<file path="config.mk">
export PLATFORM = sky130hd
export DESIGN_NAME = noc_flit_link_arbiter
export DESIGN_NICKNAME = d
export VERILOG_FILES = /design/src/rtl/noc_flit_link_arbiter.sv
export SDC_FILE = /design/constraint.sdc
export NUM_CORES = 1
export LEC_CHECK = 0
export CAP_MARGIN = 20
export CORE_UTILIZATION = 39
export DETAILED_ROUTE_END_ITERATION = 16
export GPL_TIMING_DRIVEN = 0
export PLACE_DENSITY = 0.87
export SLEW_MARGIN = 15
export SYNTH_ARGS = -nofsm -noshare
export SYNTH_HDL_FRONTEND = slang
export SYNTH_SLANG_ARGS = --single-unit
</file>
<file path="constraint.sdc">
create_clock -name clk -period 2.6 [get_ports clk]
set_input_delay 0.26 -clock clk [delete_from_list [all_inputs] [get_ports clk]]
set_output_delay 0.26 -clock clk [all_outputs]
set_load 0.05 [all_outputs]
</file>
<file path="src/rtl/noc_flit_link_arbiter.sv">
// noc_flit_link_arbiter
//   Wormhole arbiter sharing one router input link between NREQ flit
//   generators. A winner is picked per packet in round-robin order, and the
//   link stays locked to it from its header flit to its tail flit. Flits
//   pass through a single registered output stage. A watchdog releases a
//   lock whose owner has stopped sending.
//
//   Flit type is flit[FW-1:FW-2]: 11 header, 10 payload, 01 tail, 00 idle.
//
//   Handshake (all links): a flit moves on a rising edge where valid and
//   ready are both 1. A sender holds its flit stable while valid=1 and
//   ready=0. Ready never depends on the flit being accepted in that cycle.
//
// Ports
//   clk, rst      clock (rising edge); asynchronous active-low reset
//   in_flit       NREQ flits packed, requester i = [i*FW +: FW]
//   in_valid      per-requester flit valid
//   in_ready      per-requester accept
//   out_flit      registered flit to the router
//   out_valid     out_flit valid
//   out_ready     router accepts out_flit
//   grant         one-hot owner while locked, 0 while idle
//   err_hdr       level: a valid non-header flit from a requester that does not own the link
//   err_timeout   one-cycle pulse after a watchdog lock release
//   dbg_state     FSM state (0 idle, 1 locked)
module noc_flit_link_arbiter #(
   parameter int FW        = 40,
   parameter int NREQ      = 4,
   parameter int TO_CYCLES = 16
) (
   input  logic                 clk,
   input  logic                 rst,
   input  logic [NREQ*FW-1:0]   in_flit,
   input  logic [NREQ-1:0]      in_valid,
   output logic [NREQ-1:0]      in_ready,
   output logic [FW-1:0]        out_flit,
   output logic                 out_valid,
   input  logic                 out_ready,
   output logic [NREQ-1:0]      grant,
   output logic                 err_hdr,
   output logic                 err_timeout,
   output logic                 dbg_state
);

   localparam int PW = $clog2(NREQ);
   localparam int CW = $clog2(TO_CYCLES) + 1;

   typedef enum logic {S_IDLE = 1'b0, S_LOCKED = 1'b1} state_t;

   state_t          r_state, w_state_nxt;
   logic [PW-1:0]   r_ptr, r_owner;
   logic [CW-1:0]   r_stall_cnt, w_stall_nxt;
   logic [FW-1:0]   r_out_flit;
   logic            r_out_valid, r_err_timeout;

   logic [NREQ-1:0] w_hdr, w_bad, w_ready;
   logic [PW-1:0]   w_winner, w_idx;
   logic            w_found;
   logic [FW-1:0]   w_own_flit, w_win_flit, w_load_flit;
   logic            w_own_valid;
   logic [1:0]      w_own_type;
   logic            w_space, w_load, w_take, w_timeout, w_err_hdr;

   // Classify each requester's presented flit.
   always_comb begin
      w_hdr = '0;
      w_bad = '0;
      for (int i = 0; i < NREQ; i++) begin
         w_hdr[i] = in_valid[i] & (in_flit[i*FW+FW-2 +: 2] == 2'b11);
         w_bad[i] = in_valid[i] & (in_flit[i*FW+FW-2 +: 2] != 2'b11);
      end
   end

   // Round-robin search starting just after the last winner, wrapping mod NREQ.
   always_comb begin
      w_found  = 1'b0;
      w_winner = r_ptr;
      w_idx    = r_ptr;
      for (int k = 0; k < NREQ; k++) begin
         w_idx = (w_idx == PW'(NREQ-1)) ? '0 : w_idx + PW'(1);
         if (!w_found && w_hdr[w_idx]) begin
            w_found  = 1'b1;
            w_winner = w_idx;
         end
      end
   end

   // Flit muxes for the current owner and the arbitration winner.
   always_comb begin
      w_own_flit = '0;
      w_win_flit = '0;
      for (int i = 0; i < NREQ; i++) begin
         if (PW'(i) == r_owner)  w_own_flit = in_flit[i*FW +: FW];
         if (PW'(i) == w_winner) w_win_flit = in_flit[i*FW +: FW];
      end
   end

   assign w_own_valid = in_valid[r_owner];
   assign w_own_type  = w_own_flit[FW-1:FW-2];
   assign w_space     = !r_out_valid | out_ready;

   always_ff @(posedge clk or negedge rst) begin
      if (!rst) r_state <= S_IDLE;
      else      r_state <= w_state_nxt;
   end

   always_comb begin
      w_state_nxt = r_state;
      w_ready     = '0;
      w_load      = 1'b0;
      w_load_flit = w_own_flit;
      w_take      = 1'b0;
      w_stall_nxt = r_stall_cnt;
      w_timeout   = 1'b0;
      w_err_hdr   = 1'b0;
      case (r_state)
         S_IDLE: begin
            w_err_hdr   = |w_bad;
            w_stall_nxt = '0;
            if (w_found && w_space) begin
               w_ready[w_winner] = 1'b1;
               w_take            = 1'b1;
               w_load            = 1'b1;
               w_load_flit       = w_win_flit;
               w_state_nxt       = S_LOCKED;
            end
         end
         S_LOCKED: begin
            for (int i = 0; i < NREQ; i++)
               if (PW'(i) != r_owner && w_bad[i]) w_err_hdr = 1'b1;
            w_ready[r_owner] = w_space;
            if (w_own_valid) begin
               // A valid owner blocked only by the output stage is not a stall.
               if (w_space) begin
                  w_stall_nxt = '0;
                  w_load      = (w_own_type != 2'b00);
                  if (w_own_type == 2'b01) w_state_nxt = S_IDLE;
               end
            end else if (r_stall_cnt == CW'(TO_CYCLES-1)) begin
               w_timeout   = 1'b1;
               w_stall_nxt = '0;
               w_state_nxt = S_IDLE;
            end else if (r_stall_cnt != '1) begin
               w_stall_nxt = r_stall_cnt + CW'(1);
            end
         end
         default: w_state_nxt = S_IDLE;
      endcase
   end

   always_ff @(posedge clk or negedge rst) begin
      if (!rst) begin
         r_out_flit    <= '0;
         r_out_valid   <= 1'b0;
         r_ptr         <= PW'(NREQ-1);
         r_owner       <= '0;
         r_stall_cnt   <= '0;
         r_err_timeout <= 1'b0;
      end else begin
         if (w_load) begin
            r_out_flit  <= w_load_flit;
            r_out_valid <= 1'b1;
         end else if (out_ready) begin
            r_out_valid <= 1'b0;
         end
         if (w_take) begin
            r_ptr   <= w_winner;
            r_owner <= w_winner;
         end
         r_stall_cnt   <= w_stall_nxt;
         r_err_timeout <= w_timeout;
      end
   end

   always_comb begin
      grant = '0;
      if (r_state == S_LOCKED) grant[r_owner] = 1'b1;
   end

   // Nothing is accepted while reset is held.
   assign in_ready    = w_ready & {NREQ{rst}};
   assign out_flit    = r_out_flit;
   assign out_valid   = r_out_valid;
   assign err_hdr     = w_err_hdr;
   assign err_timeout = r_err_timeout;
   assign dbg_state   = r_state;

endmodule

</file>
# [Word-level counts from Yosys, hierarchy flattened]
# Index checks and enable logic that the tools add are counted.
[word_totals] wordCells=143 in_bits=167 latchBits=0 register_bits=52 mem_bits_ro=0 mem_bits_rw=0 memories=0 output_inout_bits=52
[op_classes] n_bitwise=12 addsub=5 shifts=0 div_mod_pow=0 order_cmp=8 muxes=64 mul=0 n_eq_ne=26 n_reduce_logical=21
[ops] cell="$mux 40" n=10
[ops] cell="$mux 1" n=28
[ops] cell="$mux 5" n=4
[ops] cell="$lt 2x3->1 const B" n=6
[ops] cell="$eq 2x2->1 const B" n=8
[ops] cell="$mux 2" n=8
[ops] cell="$bmux 1 s2" n=5
[ops] cell="$logic_and 1x1->1" n=10
[ops] cell="$pmux 5 s2" n=1
[ops] cell="$add 2x1->2 const B" n=4
[ops] cell="$and 1x1->1" n=8
[ops] cell="$and 4x4->4" n=2
[ops] cell="$eq 2x2->1 const A" n=4
[ops] cell="$mux 4" n=2
[ops] cell="$ne 2x2->1 const B" n=4
[ops] cell="$pmux 4 s2" n=1
[ops] cell="$pmux 1 s2" n=3
[ops] cell="$reduce_bool 2->1" n=3
[ops] cell="$add 5x1->5 const B" n=1
[ops] cell="$eq 5x4->1 const B" n=1
[ops] cell="$ne 5x5->1 const B" n=1
[ops] cell="$demux 1 s2" n=2
[ops] cell="$eq 1x2->1 const A" n=2
[ops] cell="$ge 2x1->1 const B" n=2
[ops] cell="other kinds (11)" n=16

# [Longest topological paths before layout]
[logic_depth] word_depth=21 depth_mapped=12 mapped_depth_nobuf=8

# [Worst setup path after synthesis]
# No wires, ideal clock.
[synth_path] path_type="register to output" from="register r_state (netlist: dbg_state)" to="output port in_ready[0]" t_required_ns=2.340 t_arrival_ns=3.065 stages_incl_launch_ff=5 n_path_buf=1 path_slack_ns=-0.725 path_cell_list="dfrtp_1 clkbuf_1 nor3b_1 a31oi_1 nor2_1"
[synth_between] elab_chain_cells=3
[synth_lines] item="from (decl)" line="50" rtl="state_t r_state, w_state_nxt;"
[synth_lines] item="from (signal assigned)" line="104" rtl="else r_state <= w_state_nxt;"
[synth_lines] item="$not 1->1"
[synth_lines] item="$pmux 4 s2 (*)" line="116" rtl="case (r_state)"
[synth_lines] item="$and 4x4->4 (*)" line="181" rtl="assign in_ready = w_ready & {NREQ{rst}};"
[synth_lines] item="to (decl)" line="35" rtl="output logic [NREQ-1:0] in_ready,"
# Every way passes the cells marked *; elsewhere a longest branch is shown, timed or not.

# [Worst setup path after layout]
[layout_path] from="input port in_valid[1]" to="output port in_ready[1]"
[layout_between] elab_chain_cells=20 elab_cells_between_ends=32 classes_between="2 x order compare; 20 x mux; 2 x bitwise; 8 x reduce/logical"
[layout_lines] item="from (decl)" line="34" rtl="input logic [NREQ-1:0] in_valid,"
[layout_lines] item="$and 1x1->1 (*)" line="69" rtl="w_hdr[i] = in_valid[i] & (in_flit[i*FW+FW-2 +: 2] == 2'b11);"
[layout_lines] item="$bmux 1 s2" line="81" rtl="if (!w_found && w_hdr[w_idx]) begin"
[layout_lines] item="$mux 1 (not written as such)" line="81"
[layout_lines] item="$mux 1" line="81"
[layout_lines] item="$logic_not 1->1" line="81"
[layout_lines] item="$logic_and 1x1->1" line="81"
[layout_lines] item="$mux 1" line="81"
[layout_lines] item="$logic_not 1->1" line="81"
[layout_lines] item="[4 not listed]"
[layout_lines] item="$mux 2" line="81"
[layout_lines] item="$lt 2x3->1 (not written as such) / $ge 2x1->1 (equally long branches)" line="121" rtl="w_ready[w_winner] = 1'b1;"
[layout_lines] item="$logic_and 1x1->1 (not written as such)" line="121"
[layout_lines] item="$mux 1 (not written as such)" line="121"
[layout_lines] item="$demux 1 s2" line="121"
[layout_lines] item="$mux 4 (*)" line="120" rtl="if (w_found && w_space) begin"
[layout_lines] item="$pmux 4 s2 (*)" line="116"
[layout_lines] item="$and 4x4->4 (*)" line="181"
# Every way passes the cells marked *; elsewhere a longest branch is shown, timed or not. The select of a mux whose other input is x is not followed.

==> results.sh <==
export IMPL_final_area_sq_um=8470
export IMPL_slew_viol_final=0
export IMPL_ys_seq_elements=52
export IMPL_die_h_um=116
export IMPL_final_core_utilization_pct=67.1
export IMPL_violations="setup timing"
export IMPL_drt_pass1_iter_count=5
export IMPL_ys_warn_count=0
export IMPL_leakage_nw=3.27
export IMPL_maxCapViolCount=0
export IMPL_wire_per_inst_um=20.8
export IMPL_path_clk_slew_ns=0.07
export IMPL_peakVddDrop_mv=0.710
export IMPL_synth_top_area_share_pct=24.8
export IMPL_r2r_setup_slack_ns=-0.15
export IMPL_cts_root_buf="clkbuf_16"
export IMPL_synth_area_sq_um=5050
export IMPL_power_density_nw_per_um2=1310
export IMPL_grt_pass1_vias=6309
export IMPL_nets=997
export IMPL_grt_max_degree=54
export IMPL_antennaDiodeCount=0
export IMPL_rsz0062_at_grt="true"
export IMPL_yosys_top_cells_area="dfrtp_1, mux4_2, o31ai_1, a221oi_1, nor2_1"
export IMPL_wl_um=20800
export IMPL_finalClockSkew_ns=0.00609
export IMPL_routed_via_count=6274
export IMPL_slowest_delay_ns=0.56
export IMPL_setup_violations=31
export IMPL_hold_class="input port to asynchronous set/reset pin"
export IMPL_cts_buffers=5
export IMPL_critical_path_class="input port to output port"
export IMPL_drive_gt1_share_pct=25.3
export IMPL_yosysTopAreaCell="dfrtp_1"
export IMPL_grt_pass1_wl_um=31300
export IMPL_dieArea_sq_um=13400
export IMPL_worst_endpoint_arrival_ns=2.60
export IMPL_setup_tns_final_ns=-1.85
export IMPL_critPathRequiredTime_ns=2.34
export IMPL_yosysSeqAreaShare_pct=25.8
export IMPL_fin_cells=1001
export IMPL_crit_fanout=8
export IMPL_syn_num_nets=760
export IMPL_totalPowerFinal_mw=11.1
export IMPL_hold_viol=0
export IMPL_cts_sinks=52
export IMPL_slew_headroom_pct=51.6
export IMPL_core_area_sq_um=12600
export IMPL_ant_nets=0
export IMPL_fmax_ghz=0.350
export IMPL_h_tree_depth=2
export IMPL_via_per_inst=6.27
export IMPL_io_pins=219
export IMPL_worst_slack_ns=-0.260
export IMPL_dp_cells=981
export IMPL_dp_worst_setup_slack_ns=-1.12
export IMPL_placement_io_buffers=218
export IMPL_hold_worst_slack_ns=0.00732
export IMPL_yosys_cell_types_count=46
export IMPL_placed_area_sq_um=7500
export IMPL_clk_latency_ns=0.30
export IMPL_routabilityCongestion=0.902
export IMPL_clock_path_buffers=2
export IMPL_grt_usage_pct=30.0
export IMPL_worstMarginPinSlew_ns=0.726
export IMPL_drtIter0Drc=673
export IMPL_dp_hpwl_um=14400
export IMPL_status="complete, but fails checks"
export IMPL_die_x_um=116
export IMPL_cts_tree="built"
export IMPL_overflow=0
export IMPL_start_util_pct=40.0
export IMPL_cp_cell_sequence="clkdlybuf4s50_1 -> nand3_2 -> o311a_1 -> o221a_4 -> buf_4 -> a21boi_4 -> buf_6 -> a31oi_1 -> nor2_4 -> buf_8"
export IMPL_placementRows=41
export IMPL_synthCells=591
export IMPL_syn_avg_cell_area_sq_um=8.54
export IMPL_area_growth_pct=67.9
export IMPL_crit_path_end_kind="output port"
export IMPL_antenna_found_initial=0
export IMPL_cp_start_kind="input port"
export IMPL_final_min_clock_period_ns=2.86
export IMPL_cpMaxStageDelayCell="clkdlybuf4s50_1"
export IMPL_period_share_pct=110
export IMPL_drc=0
per-layer routing:
metal	wire length (um)	vias to the layer above	GRT usage, %
li1	-	2781	-
met1	7920	3015	38.0
met2	10500	450	51.4
met3	2090	28	5.49
met4	328	0	10.6
met5	0	-	0
Yosys cell counts (all sizes together):
master / instances
a221oi: 38
buf: 46
a21boi: 1
nand2: 66
o21ai: 9
nor4: 2
o2111ai: 1
o311a: 2
a21o: 2
o221ai: 2
mux4: 41
dfstp: 2
o211a: 1
nor3b: 1
a21bo: 1
nor3: 46
nand3: 16
dfrtp: 50
and3: 43
nand3b: 1
nand2b: 2
a21oi: 9
nor2b: 2
and2: 4
or3: 2
inv: 1
nand4: 1
ha: 2
o211ai: 1
a311oi: 1
clkbuf: 20
a22o: 1
nand4b: 1
o21a: 2
o221a: 1
o31ai: 76
nor2: 89
or2: 1
a31oi: 4
sequential cells by signal (all words and copies together), names as in the netlist:
signal	cells
r_ptr	2
r_stall_cnt	5
err_timeout	1
dbg_state	1
r_owner	2
out_flit	40
out_valid	1
worst max-delay path, delay by kind of cell:
kind,cells,cell delay [ns]
simple gates,2,0.35
compound gates,4,0.98
buf+inv,4,0.99
placed cells by master (no fill, tap or decap), drive strengths merged, types with 2 or more instances in the layout:
cell and n:
a21o 2, a21oi 9, a221oi 38, a31oi 4, and2 4, and3 43
buf 59, clkbuf 31, clkdlybuf4s50 208, dfrtp 50, dfstp 2, dlygate4sd2 4
ha 2, mux4 41, nand2 66, nand2b 2, nand3 16, nor2 89
nor2b 2, nor3 46, nor4 2, o21a 2, o21ai 9, o221ai 2
o311a 2, o31ai 76, or3 2
logic make-up after synthesis:
kind of cell	after synthesis	synth area share, %
AOI/OAI and AO/OA	152	23.2
adders and majority gates	2	0.496
buffers and inverters	67	6.77
DFF	52	25.8
muxes	41	18.3
and+or+nand+nor	277	25.5
path summary, 6_finish.rpt:
| kind | startpoint | endpoint | cells past startpoint |
|---|---|---|---|
| worst min-delay path | rst | out_flit[31]$_DFFE_PN0P_ | 1 |
| worst min register to register | out_flit[3]$_DFFE_PN0P_ | out_flit[3]$_DFFE_PN0P_ | 2 |
| worst max register to register | r_ptr[0]$_DFFE_PN1P_ | out_flit[8]$_DFFE_PN0P_ | 10 |
| worst max-delay path | in_valid[1] | in_ready[1] | 10 |
| max in group asynchronous | rst | out_flit[10]$_DFFE_PN0P_ | 1 |
| min in group clk | out_flit[3]$_DFFE_PN0P_ | out_flit[3]$_DFFE_PN0P_ | 2 |
final cells by class:
| class | count | area [sq um] |
|---|---|---|
| clock inverters | 1 | 30.0 |
| clock buffers | 7 | 153 |
| plain buffers | 64 | 492 |
| well taps | 172 | 215 |
| inverters | 1 | 3.75 |
| flip-flops and latches | 52 | 1300 |
| fillers | 1007 | 4150 |
| multi-input cells | 472 | 3970 |
| repair buffers | 232 | 2310 |
what timing repair did:
action,4_1_cts,5_1_grt
resized for setup,77,137
gates cloned,1,0
buffers inserted,12,1
pin swaps,18,9
hold buffers,0,0
endpoints found under the setup margin,48,44
report_power, final:
group          internal [mW]  leakage (nW)  switching (mW)  total, mW
registers               1.22         0.635           0.265       1.48
logic                   3.48          2.55            5.31       8.79
clock network          0.508        0.0901           0.322      0.830
Note: power is estimated with default switching activity, not from simulation.
